<file path="src/rtl/multicycle_ctrl.sv">
// multicycle_ctrl: Moore-style control sequencer for a shared-memory,
// multi-cycle ALU datapath (FETCH/DECODE then one of the lw, sw, R-type,
// beq, j or addi execution paths).
//
// Optional feature: define MULTICYCLE_PERF_EN to build the cycle and
// retired-instruction performance counters. Without it both counter
// outputs are tied to zero and no counter registers exist.
//
// Control outputs are registered alongside the state register. Each one is
// loaded from the decode of the next state, so it always matches the
// current state. Reset loads the FETCH decode asynchronously. The FETCH
// handshake strobes (ir_write and the fetch part of pc_write) are qualified
// with the live mem_ready. The DECODE illegal flag is qualified with the
// live op_code. Both are asynchronous qualifiers, so they cannot be held in
// a register.

module multicycle_ctrl #(
  parameter int PERF_W = 32
) (
  input  logic              clk,
  input  logic              rst_n,
  input  logic [5:0]        op_code,
  input  logic              mem_ready,
  input  logic              zero,
  output logic              pc_write,
  output logic              pc_write_cond,
  output logic              i_or_d,
  output logic              mem_req,
  output logic              mem_read,
  output logic              mem_write,
  output logic              ir_write,
  output logic              mem_to_reg,
  output logic              reg_dst,
  output logic              reg_write,
  output logic              alu_src_a,
  output logic              illegal,
  output logic [1:0]        alu_src_b,
  output logic [3:0]        alu_op,
  output logic [1:0]        pc_source,
  output logic [3:0]        state,
  output logic [PERF_W-1:0] cycle_count,
  output logic [PERF_W-1:0] instr_count
);

  typedef enum logic [3:0] {
    S_FETCH  = 4'd0,
    S_DECODE = 4'd1,
    S_MEMADR = 4'd2,
    S_MEMRD  = 4'd3,
    S_MEMWB  = 4'd4,
    S_MEMWR  = 4'd5,
    S_EXEC   = 4'd6,
    S_ALUWB  = 4'd7,
    S_BRANCH = 4'd8,
    S_JUMP   = 4'd9,
    S_ADDIEX = 4'd10,
    S_ADDIWB = 4'd11
  } state_t;

  localparam logic [5:0] OP_RTYPE = 6'b000000;
  localparam logic [5:0] OP_LW    = 6'b100011;
  localparam logic [5:0] OP_SW    = 6'b101011;
  localparam logic [5:0] OP_BEQ   = 6'b000100;
  localparam logic [5:0] OP_J     = 6'b000010;
  localparam logic [5:0] OP_ADDI  = 6'b001000;

  localparam logic [3:0] ALU_ADD   = 4'b0000;
  localparam logic [3:0] ALU_SUB   = 4'b0001;
  localparam logic [3:0] ALU_FUNCT = 4'b0010;

  typedef struct packed {
    logic       pc_write;
    logic       pc_write_cond;
    logic       i_or_d;
    logic       mem_req;
    logic       mem_read;
    logic       mem_write;
    logic       mem_to_reg;
    logic       reg_dst;
    logic       reg_write;
    logic       alu_src_a;
    logic [1:0] alu_src_b;
    logic [3:0] alu_op;
    logic [1:0] pc_source;
  } ctrl_t;

  // Opcodes the sequencer knows how to execute; all others are illegal.
  function automatic logic opcode_known(input logic [5:0] op);
    return (op == OP_RTYPE) || (op == OP_LW) || (op == OP_SW) ||
           (op == OP_BEQ) || (op == OP_J) || (op == OP_ADDI);
  endfunction

  // Per-state control decode. Fields not set for a state stay 0, which also
  // covers the unused codes 12-15. ir_write and the FETCH pc_write are not
  // part of this table because they depend on mem_ready.
  function automatic ctrl_t decode_ctrl(input state_t s);
    ctrl_t c;
    c = '0;
    case (s)
      S_FETCH: begin
        c.mem_req   = 1'b1;
        c.mem_read  = 1'b1;
        c.alu_src_b = 2'b01;
        c.alu_op    = ALU_ADD;
      end
      S_DECODE: begin
        c.alu_src_b = 2'b11;
        c.alu_op    = ALU_ADD;
      end
      S_MEMADR: begin
        c.alu_src_a = 1'b1;
        c.alu_src_b = 2'b10;
        c.alu_op    = ALU_ADD;
      end
      S_MEMRD: begin
        c.mem_req  = 1'b1;
        c.mem_read = 1'b1;
        c.i_or_d   = 1'b1;
      end
      S_MEMWB: begin
        c.reg_write  = 1'b1;
        c.mem_to_reg = 1'b1;
      end
      S_MEMWR: begin
        c.mem_req   = 1'b1;
        c.mem_write = 1'b1;
        c.i_or_d    = 1'b1;
      end
      S_EXEC: begin
        c.alu_src_a = 1'b1;
        c.alu_src_b = 2'b00;
        c.alu_op    = ALU_FUNCT;
      end
      S_ALUWB: begin
        c.reg_write = 1'b1;
        c.reg_dst   = 1'b1;
      end
      S_BRANCH: begin
        c.alu_src_a     = 1'b1;
        c.alu_src_b     = 2'b00;
        c.alu_op        = ALU_SUB;
        c.pc_write_cond = 1'b1;
        c.pc_source     = 2'b01;
      end
      S_JUMP: begin
        c.pc_write  = 1'b1;
        c.pc_source = 2'b10;
      end
      S_ADDIEX: begin
        c.alu_src_a = 1'b1;
        c.alu_src_b = 2'b10;
        c.alu_op    = ALU_ADD;
      end
      S_ADDIWB: begin
        c.reg_write = 1'b1;
      end
      default: c = '0;
    endcase
    return c;
  endfunction

  state_t state_q;
  state_t state_nxt;
  ctrl_t  ctrl_q;
  logic   fetch_ack;

  // The zero flag qualifies pc_write_cond inside the datapath, not here.
  logic   unused_zero;
  assign unused_zero = zero;

  // Next-state selection; op_code matters only in DECODE/MEMADR and
  // mem_ready only in the three memory-access states.
  always_comb begin
    state_nxt = S_FETCH;
    case (state_q)
      S_FETCH:  state_nxt = mem_ready ? S_DECODE : S_FETCH;
      S_DECODE: begin
        case (op_code)
          OP_RTYPE:     state_nxt = S_EXEC;
          OP_LW, OP_SW: state_nxt = S_MEMADR;
          OP_BEQ:       state_nxt = S_BRANCH;
          OP_J:         state_nxt = S_JUMP;
          OP_ADDI:      state_nxt = S_ADDIEX;
          default:      state_nxt = S_FETCH;
        endcase
      end
      S_MEMADR: state_nxt = (op_code == OP_LW) ? S_MEMRD : S_MEMWR;
      S_MEMRD:  state_nxt = mem_ready ? S_MEMWB : S_MEMRD;
      S_MEMWB:  state_nxt = S_FETCH;
      S_MEMWR:  state_nxt = mem_ready ? S_FETCH : S_MEMWR;
      S_EXEC:   state_nxt = S_ALUWB;
      S_ALUWB:  state_nxt = S_FETCH;
      S_BRANCH: state_nxt = S_FETCH;
      S_JUMP:   state_nxt = S_FETCH;
      S_ADDIEX: state_nxt = S_ADDIWB;
      S_ADDIWB: state_nxt = S_FETCH;
      default:  state_nxt = S_FETCH;
    endcase
  end

  // State register plus registered control decode of the state being entered.
  always_ff @(posedge clk or negedge rst_n) begin
    if (!rst_n) begin
      state_q <= S_FETCH;
      ctrl_q  <= decode_ctrl(S_FETCH);
    end else begin
      state_q <= state_nxt;
      ctrl_q  <= decode_ctrl(state_nxt);
    end
  end

  // Instruction fetch completes in the FETCH cycle where memory answers;
  // reset suppresses it so nothing is latched while rst_n is low.
  assign fetch_ack = rst_n && (state_q == S_FETCH) && mem_ready;

  assign state         = state_q;
  assign pc_write      = ctrl_q.pc_write | fetch_ack;
  assign ir_write      = fetch_ack;
  assign pc_write_cond = ctrl_q.pc_write_cond;
  assign i_or_d        = ctrl_q.i_or_d;
  assign mem_req       = ctrl_q.mem_req;
  assign mem_read      = ctrl_q.mem_read;
  assign mem_write     = ctrl_q.mem_write;
  assign mem_to_reg    = ctrl_q.mem_to_reg;
  assign reg_dst       = ctrl_q.reg_dst;
  assign reg_write     = ctrl_q.reg_write;
  assign alu_src_a     = ctrl_q.alu_src_a;
  assign alu_src_b     = ctrl_q.alu_src_b;
  assign alu_op        = ctrl_q.alu_op;
  assign pc_source     = ctrl_q.pc_source;
  // An unknown opcode is flagged for the single DECODE cycle; the FSM then
  // returns to FETCH without visiting any write state.
  assign illegal       = (state_q == S_DECODE) && !opcode_known(op_code);

`ifdef MULTICYCLE_PERF_EN
  logic [PERF_W-1:0] cycle_q;
  logic [PERF_W-1:0] instr_q;
  logic              retire;

  // An instruction retires when its last state hands back to FETCH;
  // the DECODE->FETCH path of an illegal opcode is deliberately excluded.
  assign retire = (state_nxt == S_FETCH) &&
                  ((state_q == S_MEMWB)  || (state_q == S_MEMWR)  ||
                   (state_q == S_ALUWB)  || (state_q == S_BRANCH) ||
                   (state_q == S_JUMP)   || (state_q == S_ADDIWB));

  // Free-running cycle counter and retired-instruction counter, both wrapping.
  always_ff @(posedge clk or negedge rst_n) begin
    if (!rst_n) begin
      cycle_q <= '0;
      instr_q <= '0;
    end else begin
      cycle_q <= cycle_q + PERF_W'(1);
      if (retire) begin
        instr_q <= instr_q + PERF_W'(1);
      end
    end
  end

  assign cycle_count = cycle_q;
  assign instr_count = instr_q;
`else
  assign cycle_count = '0;
  assign instr_count = '0;
`endif

endmodule

</file>
<file path="config.mk">
export PLATFORM = sky130hd
export DESIGN_NAME = multicycle_ctrl
export DESIGN_NICKNAME = d
export VERILOG_FILES = /design/src/rtl/multicycle_ctrl.sv
export SDC_FILE = /design/constraint.sdc
export NUM_CORES = 1
export LEC_CHECK = 0
export CAP_MARGIN = 15
export CORE_ASPECT_RATIO = 1.5
export CORE_MARGIN = 2
export CORE_UTILIZATION = 36
export DETAILED_ROUTE_END_ITERATION = 12
export GPL_TIMING_DRIVEN = 0
export PLACE_DENSITY = 0.8
export SLEW_MARGIN = 25
export SYNTH_ARGS = -nofsm -noshare
export SYNTH_HDL_FRONTEND = slang
export SYNTH_SLANG_ARGS = --single-unit
</file>
<file path="constraint.sdc">
create_clock -name clk -period 2.1 [get_ports clk]
set_input_delay 0.42 -clock clk [delete_from_list [all_inputs] [get_ports clk]]
set_output_delay 0.42 -clock clk [all_outputs]
set_load 0.02 [all_outputs]
</file>
# Word-level counts from Yosys, hierarchy flattened
# Cells that the tools add are included.
# word_totals
regBits,22
ramBits,0
input_bits,10
n_memories,0
out_inout_bits,88
latchBits,0
elab_cells,74
romBits,0
# classes
div_mod_pow,0
eq_ne,22
n_mul,0
n_reduce_logical,19
addsub,0
mux,18
n_bitwise,1
shift,0
n_lt_le_gt_ge,0
# op_table
op,count
$pmux W6 S5,1
$pmux W4 S7,1
$eq A4 B3 Y1 const B,6
$eq A4 B4 Y1 const B,5
$pmux W4 S5,1
$eq A4 B2 Y1 const B,4
$eq A6 B6 Y1 const B,2
$mux W1,11
$mux W3,3
$eq A4 B1 Y1 const B,2
$logic_not A4 Y1,2
$reduce_or A2 Y1,4
$eq A6 B2 Y1 const B,1
$eq A6 B3 Y1 const B,1
$eq A6 B4 Y1 const B,1
$logic_not A6 Y1,1
$reduce_or A3 Y1,2
$logic_or A1 B1 Y1,5
$pmux W2 S2,1
$reduce_or A4 Y1,1
$logic_and A1 B1 Y1,3
$logic_not A1 Y1,1
$or A1 B1 Y1,1

# Longest topological paths before layout
# Gate-level depths: netlist of the first run.
# logic_depth
depth_word,8
ltp_mapped,6
depth_no_buf,5

# Worst setup path after synthesis of the first run
# No wires, ideal clock.
# synth_timing
path_type,reg2reg
start,reg state_q[1] (netlist: state[1])
end,reg ctrl_q (netlist bit mem_req)
setup_ps,86
slack_ps,138
t_required_ps,2014
n_path_buf,0
stages_incl_launch_ff,6
arrival_ps,1876
period_less_slack_ps,1962
path_cell_list,dfrtp_1 > or4b_4 > a2111o_1 > nand3_2 > nor2_2 > o31ai_2
# synth_via
elab_chain_cells,5
elab_cells_between_ends,13
cone_classes,eq/ne: 8; mux: 2; reduce/logical: 3
# synth_rtl
item,line,rtl
"start, declared",162,state_t state_q;
"start signal, assigned",207,state_q <= state_nxt;
"$eq A4 B4 Y1, or another cell as far along",175,case (state_q)
$pmux W4 S7 *,175,
named net state_nxt[1],163,state_t state_nxt;
"$eq A4 B3 Y1, or another cell as far along",99,case (s)
$reduce_or A3 Y1 (no line) *,n/a,
$mux W1 *,99,
"end signal, assigned",205,ctrl_q <= decode_ctrl(S_FETCH);
"end signal, assigned",208,ctrl_q <= decode_ctrl(state_nxt);
"end, declared",164,ctrl_t ctrl_q;
# Mark *: on every way through the listed nets, which the timed path passes. The rest lies on a longest branch.

# Worst setup path in the final report of the first run
# layout_timing
start,in op_code[0]
end,out illegal
# layout_via
elab_chain_cells,8
elab_cells_between_ends,13
cone_classes,eq/ne: 5; reduce/logical: 8
# layout_rtl
item,line,rtl
"start, declared",22,"input logic [5:0] op_code,"
$eq A6 B6 Y1 / $logic_not A6 Y1 (equally long branches),89,return (op == OP_RTYPE) || (op == OP_LW) || (op == OP_SW) ||
$logic_or A1 B1 Y1 (3 in series),89,
$logic_or A1 B1 Y1,90,(op == OP_BEQ) || (op == OP_J) || (op == OP_ADDI);
$logic_or A1 B1 Y1 *,90,
$logic_not A1 Y1 *,233,assign illegal = (state_q == S_DECODE) && !opcode_known(op_code);
$logic_and A1 B1 Y1 *,233,
"end, declared",36,"output logic illegal,"
# Every way passes the cells marked *; elsewhere a longest branch is shown, timed or not.

==> impl_metrics.yaml, run 1 <==
status:
  outcome: "complete, no violations"
sta:
  finalClockSkew_ps: 1.71
  finalCritPeriodShare_pct: 96.6
  slew_headroom_pct: 63.2
  fmax_ghz: 0.493
  hold_violations: 0
  rsz0062_at_grt: "false"
  finalSetupTns_ps: 0
  layout_min_cycle_time_ps: 2030
  tightestPinTransition_ps: 552
  slew_violations: 0
  whs_ps: 198
  setup_viol: 0
detailed_routing:
  highest_layer: "met4"
  wl_per_cell_um: 9.40
  wl_met3_um: 379
  drt-met1-wl_um: 984
  wl_mm: 2.93
  wl_met2_mm: 1.49
  remaining_drc_errors: 0
  routed-via-count: 1226
  ant_nets: 0
  drt_first_pass_iters: 4
  via_per_inst: 3.93
  drt_iter0_markers: 18
cells_and_area:
  largest_reg_flops: 4
  synthToLayoutAreaGrowth_pct: 46.0
  drive_gt1_share_pct: 40.4
  final_cell_area_sq_um: 2170
  nets: 278
  diodes: 0
die:
  initial_core_util_pct: 37.5
  ioPinCount: 98
  num_rows: 28
  dieWidth_um: 56.5
  die_height_um: 82.7
  coreArea_sq_um: 3960
  die_area_sq_um: 4670
yosys:
  yosysUniqueCellTypes: 42
  syn_area_per_cell_sq_um: 9.01
  yosysMostFrequentCell: "buf_4"
  ys_top_cells_by_count: "buf_4, dfrtp_1, nor2_1"
  yosys.area_share.simple_pct: 18.8
  synth_area_leader_cell: "buf_4"
  synth.mux.area_fraction_pct: 0.673
  ys_ff_latch: 19
  synthesis.instances: 165
  netlist_area_sq_um: 1490
  synth_compound_area_share_pct: 8.84
  synth_top_family_by_area: "buffers and inverters"
  synth_xor_xnor_area_share_pct: 0.589
  ys_seq_area_share_pct: 32.2
  synthArstFlopShare_pct: 100
  ys.flop_type: "dfrtp_1"
  synth_area_leaders: "buf_4, dfrtp_1, dfstp_2"
  synthAdderAreaFrac_pct: 0
  synth_edf_count: 0
  yosys_warnings: 0
  synth_top_area_share_pct: 36.9
global_route:
  grt_pass1_vias: 1018
  grt_pass1_wl_mm: 4.28
  antenna_found_initial: 0
  grt_overflow: 0
  track_usage_pct: 12.0
  grt_start_max_net_pins: 21
setup_path:
  start_kind: "input port"
  path_class: "input port to output port"
  cpMaxStageDelayCell: "or3_4"
  max_stage_delay_ps: 420
  crit_arrival_ps: 1610
  reg2reg_slack_ps: 170
  required_ps: 1680
  r2r_start: "state[1]"
  crit_fanout: 4
  r2r-end: "mem_req"
  r2r_cells: 5
  cp_cell_sequence: "clkdlybuf4s15_1 > or3_4 > o22a_1 > o2111a_1 > buf_2"
  crit_path_end_kind: "output port"
cts:
  cts_made_buffers: 3
  cts_buffer_depth: 2
  clkLatencyLatePin_ps: 260
  clock_sinks: 19
  cts_tree: "built"
  htree_levels: 1
  clk_pin_slew_ps: 70
  clockRootBuffer: "clkbuf_8"
power_and_ir_drop:
  power_density_nw_per_um2: 500
  p_switching_mw: 0.374
  p_seq_share_pct: 37.2
  power_mw: 1.08
  pwr-share-comb_pct: 38.7
  clock_power_share_pct: 24.1
  p_leak_nw: 1.24
  p_int_mw: 0.709
  p_sw_share_pct: 34.5
  ir_worst_vdd_v: 0.000284
placement:
  port_buffers: 30
  gp_congestion: 0.890
  hpwl_mm: 2.33
  postPlaceCellArea_sq_um: 2090
job:
  drv_cap: 0
hold_path:
  hp-class: "input port to async pin"
stage by stage:
stage | utilization, % | cells | worst slack (ps)
2_1_floorplan | - | 230 | 138
3_3_place_gp | 52.7 | 305 | -746
6_report | 54.8 | 312 | 71.1
4_1_cts | 54.3 | 311 | 3.00
3_5_place_dp | 52.7 | 305 | -770
5_1_grt | 54.8 | 312 | 11.6
logic make-up (layout without fill, tap and decap cells):
logic type                after synthesis  count (layout)
DFF                                    19              19
buffers and inverters                  80             117
muxes                                   1               1
other                                   1              66
and+or+nand+nor                        45              45
xor gates and xnor gates                1               1
AOI/OAI and AO/OA                      18              18
cell type report:
cell class,count,area [sq um]
multi-input cells,131,704
well taps,45,56.3
repair buffers,33,305
fillers,358,1790
inverters,5,18.8
clock buffers,3,41.3
clock inverters,1,5.00
flip-flops and latches,19,480
plain buffers,75,558
cell usage in the layout, fill, tap and decap left out, types with 2 or more instances in the layout:
cell type	n
and2b_2	2
buf_4	76
clkbuf_2	5
clkbuf_8	3
clkdlybuf4s50_1	19
conb_1	66
dfrtp_1	15
dfstp_2	3
dlygate4sd2_1	3
dlymetal6s2s_1	2
inv_1	5
nand2_1	6
nand3_1	3
nor2_1	7
nor2_2	2
nor3_1	5
nor3b_1	3
o21ai_0	6
or2_2	2
or3_4	2
power by group through the flow:
stage	logic (mW)	registers, mW	clock network, mW
floorplan	0.297	0.430	0
global placement	0.418	0.410	0
detailed placement	0.419	0.410	0
CTS	0.414	0.404	0.260
global route	0.453	0.405	0.280
finish	0.420	0.403	0.261
critical path, delay by kind of cell:
family                 cells  cell delay, ps
AOI/OAI and AO/OA          2             390
buffers and inverters      2             380
and+or+nand+nor            1             420
repair_timing:
| item | CTS | global route |
|---|---|---|
| setup endpoints to repair | 7 | 12 |
| pin swaps | 0 | 2 |
| hold buffers | 0 | 0 |
| resized for setup | 21 | 12 |
| buffers inserted | 2 | 1 |
| gates cloned | 0 | 0 |
layer usage:
layer | vias up | GRT usage, %
met5 | - | 0
met4 | 0 | 9.05
met3 | 6 | 2.96
met2 | 85 | 22.9
met1 | 519 | 10.8
li1 | 616 | -
how the worst max path moves through the flow:
stage	start	endpoint	slack (ps)	cells past startpoint
2_1_floorplan	state[1]	mem_req	140	5
3_3_place_gp	rst_n	pc_write	-750	5
3_5_place_dp	rst_n	pc_write	-770	5
4_1_cts	state[3]	pc_write	3	6
5_1_grt	op_code[0]	illegal	10	5
6_report	op_code[0]	illegal	70	5
No activity file was read; power rests on OpenSTA's default activity.
==> inputs of run 2 (changes only) <==
--- a/config.mk
+++ b/config.mk
@@ -8,10 +8,10 @@
 export CAP_MARGIN = 15
 export CORE_ASPECT_RATIO = 1.5
 export CORE_MARGIN = 2
-export CORE_UTILIZATION = 36
+export CORE_UTILIZATION = 45
 export DETAILED_ROUTE_END_ITERATION = 12
+export DONT_BUFFER_PORTS = 1
 export GPL_TIMING_DRIVEN = 0
-export PLACE_DENSITY = 0.8
 export SLEW_MARGIN = 25
 export SYNTH_ARGS = -nofsm -noshare
 export SYNTH_HDL_FRONTEND = slang
==> run 2 against run 1 <==
Compared with the run above: cell area is 12% lower; fmax is 0.68% higher; cell count is 10% lower; sequential power is 6.5% higher; combinational power is 19% lower; first-iteration DRC count is 61% lower; critical endpoint is now mem_req.
==> impl_metrics.yaml, run 2 (synthesis gave the netlist of run 1 again) <==
status:
  outcome: "complete, no violations"
detailed_routing:
  wl_mm: 2.77
  remaining_drc_errors: 0
  drt_iter0_markers: 7
  wl_per_cell_um: 9.91
  via_per_inst: 3.93
  ant_nets: 0
  drt_first_pass_iters: 4
  routed-via-count: 1099
sta:
  layout_min_cycle_time_ps: 2020
  tightestPinTransition_ps: 806
  slew_headroom_pct: 46.1
  finalCritPeriodShare_pct: 96.0
  fmax_ghz: 0.496
  finalSetupTns_ps: 0
  rsz0062_at_grt: "false"
  setup_viol: 0
  finalClockSkew_ps: 2.96
  slew_violations: 0
  hold_violations: 0
setup_path:
  r2r-end: "mem_req"
  r2r_cells: 5
  cp-endpoint: "mem_req"
  required_ps: 2260
  crit_arrival_ps: 2180
  start_kind: "flip-flop"
  crit_path_end_kind: "flip-flop"
  crit_fanout: 8
  setup.worst_path.start: "state[1]"
  reg2reg_slack_ps: 80
  r2r_start: "state[1]"
  path_class: "flip-flop to flip-flop"
global_route:
  grt_start_max_net_pins: 17
  grt_pass1_vias: 903
  track_usage_pct: 14.1
  antenna_found_initial: 0
  grt_overflow: 0
  grt_pass1_wl_mm: 4.05
cts:
  htree_levels: 1
  cts_tree: "built"
  clock_sinks: 19
  clkLatencyLatePin_ps: 250
  cts_buffer_depth: 2
  clockRootBuffer: "clkbuf_8"
  clk_pin_slew_ps: 60
  cts_made_buffers: 3
placement:
  port_buffers: 0
  place_inst: 270
  hpwl_mm: 2.29
  gp_congestion: 0.829
power_and_ir_drop:
  ir_worst_vdd_v: 0.000331
  p_leak_nw: 1.10
  power_mw: 1.01
  power_density_nw_per_um2: 529
cells_and_area:
  fill_cells: 277
  final_cell_mix: "buf_4, conb_1, dfrtp_1"
  nets: 251
  regArea_sq_um: 483
  diodes: 0
  synthToLayoutAreaGrowth_pct: 28.1
  layout_commonest_cell: "buf_4"
  drive_gt1_share_pct: 42.5
  largest_reg_flops: 4
  multi_input_area_sq_um: 699
  stdcell_count: 280
die:
  die_area_sq_um: 3790
  initial_core_util_pct: 47.0
  ioPinCount: 98
  num_rows: 25
  dieWidth_um: 50.9
  coreArea_sq_um: 3160
  die_height_um: 74.4
hold_path:
  hp-class: "input port to flip-flop"
job:
  drv_cap: 0
run 2: worst min-delay path by stage:
stage,start,end,slack [ps],cells past startpoint
floorplan,rst_n,alu_op[0],120,0
global placement,rst_n,alu_src_b[1],120,0
detailed placement,rst_n,ctrl_q[17],120,0
CTS,mem_ready,mem_to_reg,330,2
global route,mem_ready,mem_to_reg,340,2
finish,mem_ready,mem_to_reg,330,2
run 2: report_power, final:
part / switching [mW] / internal (mW)
clock: 0.107 / 0.131
combinational: 0.200 / 0.140
sequential: 0.0333 / 0.395
total: 0.340 / 0.667
run 2: critical path: stages (launching register included):
cell and delay (ps):
dfrtp_2 490, or4b_4 590, a2111o_1 420, nand3_2 160
nor2_2 60, o31ai_2 210
run 2: routing by layer:
layer	up-vias	share of wire [%]	global-route usage, %
li1	561	-	-
met1	482	33	13.3
met2	51	58	28.3
met3	5	7.5	3.61
met4	0	1.4	5.41
met5	-	0	0
run 2: what timing repair did:
item	in CTS	in global routing
setup endpoints to repair	6	2
hold buffers	3	0
gates resized for setup	10	3
buffers inserted	1	2
endpoints found under the hold margin	16	0
pin swaps	2	2
run 2: cell type report:
class	instances	share of cell area, %
plain buffers	75	29.3
clock buffers	3	2.17
clock inverters	1	0.263
inverters	5	0.986
multi-input cells	131	36.7
flip-flops and latches	19	25.4
well taps	40	2.63
repair buffers	6	2.56
run 2: through the flow:
step | util, % | area (sq um) | hold slack [ps] | setup slack [ps]
floorplan | - | 1730 | 124 | 138
global placement | 56.4 | 1780 | 125 | -54.8
detailed placement | 56.4 | 1780 | 125 | -76.9
CTS | 59.6 | 1880 | 328 | 9.19
global route | 60.3 | 1900 | 338 | 1.37
finish | 60.3 | 1900 | 329 | 84.7
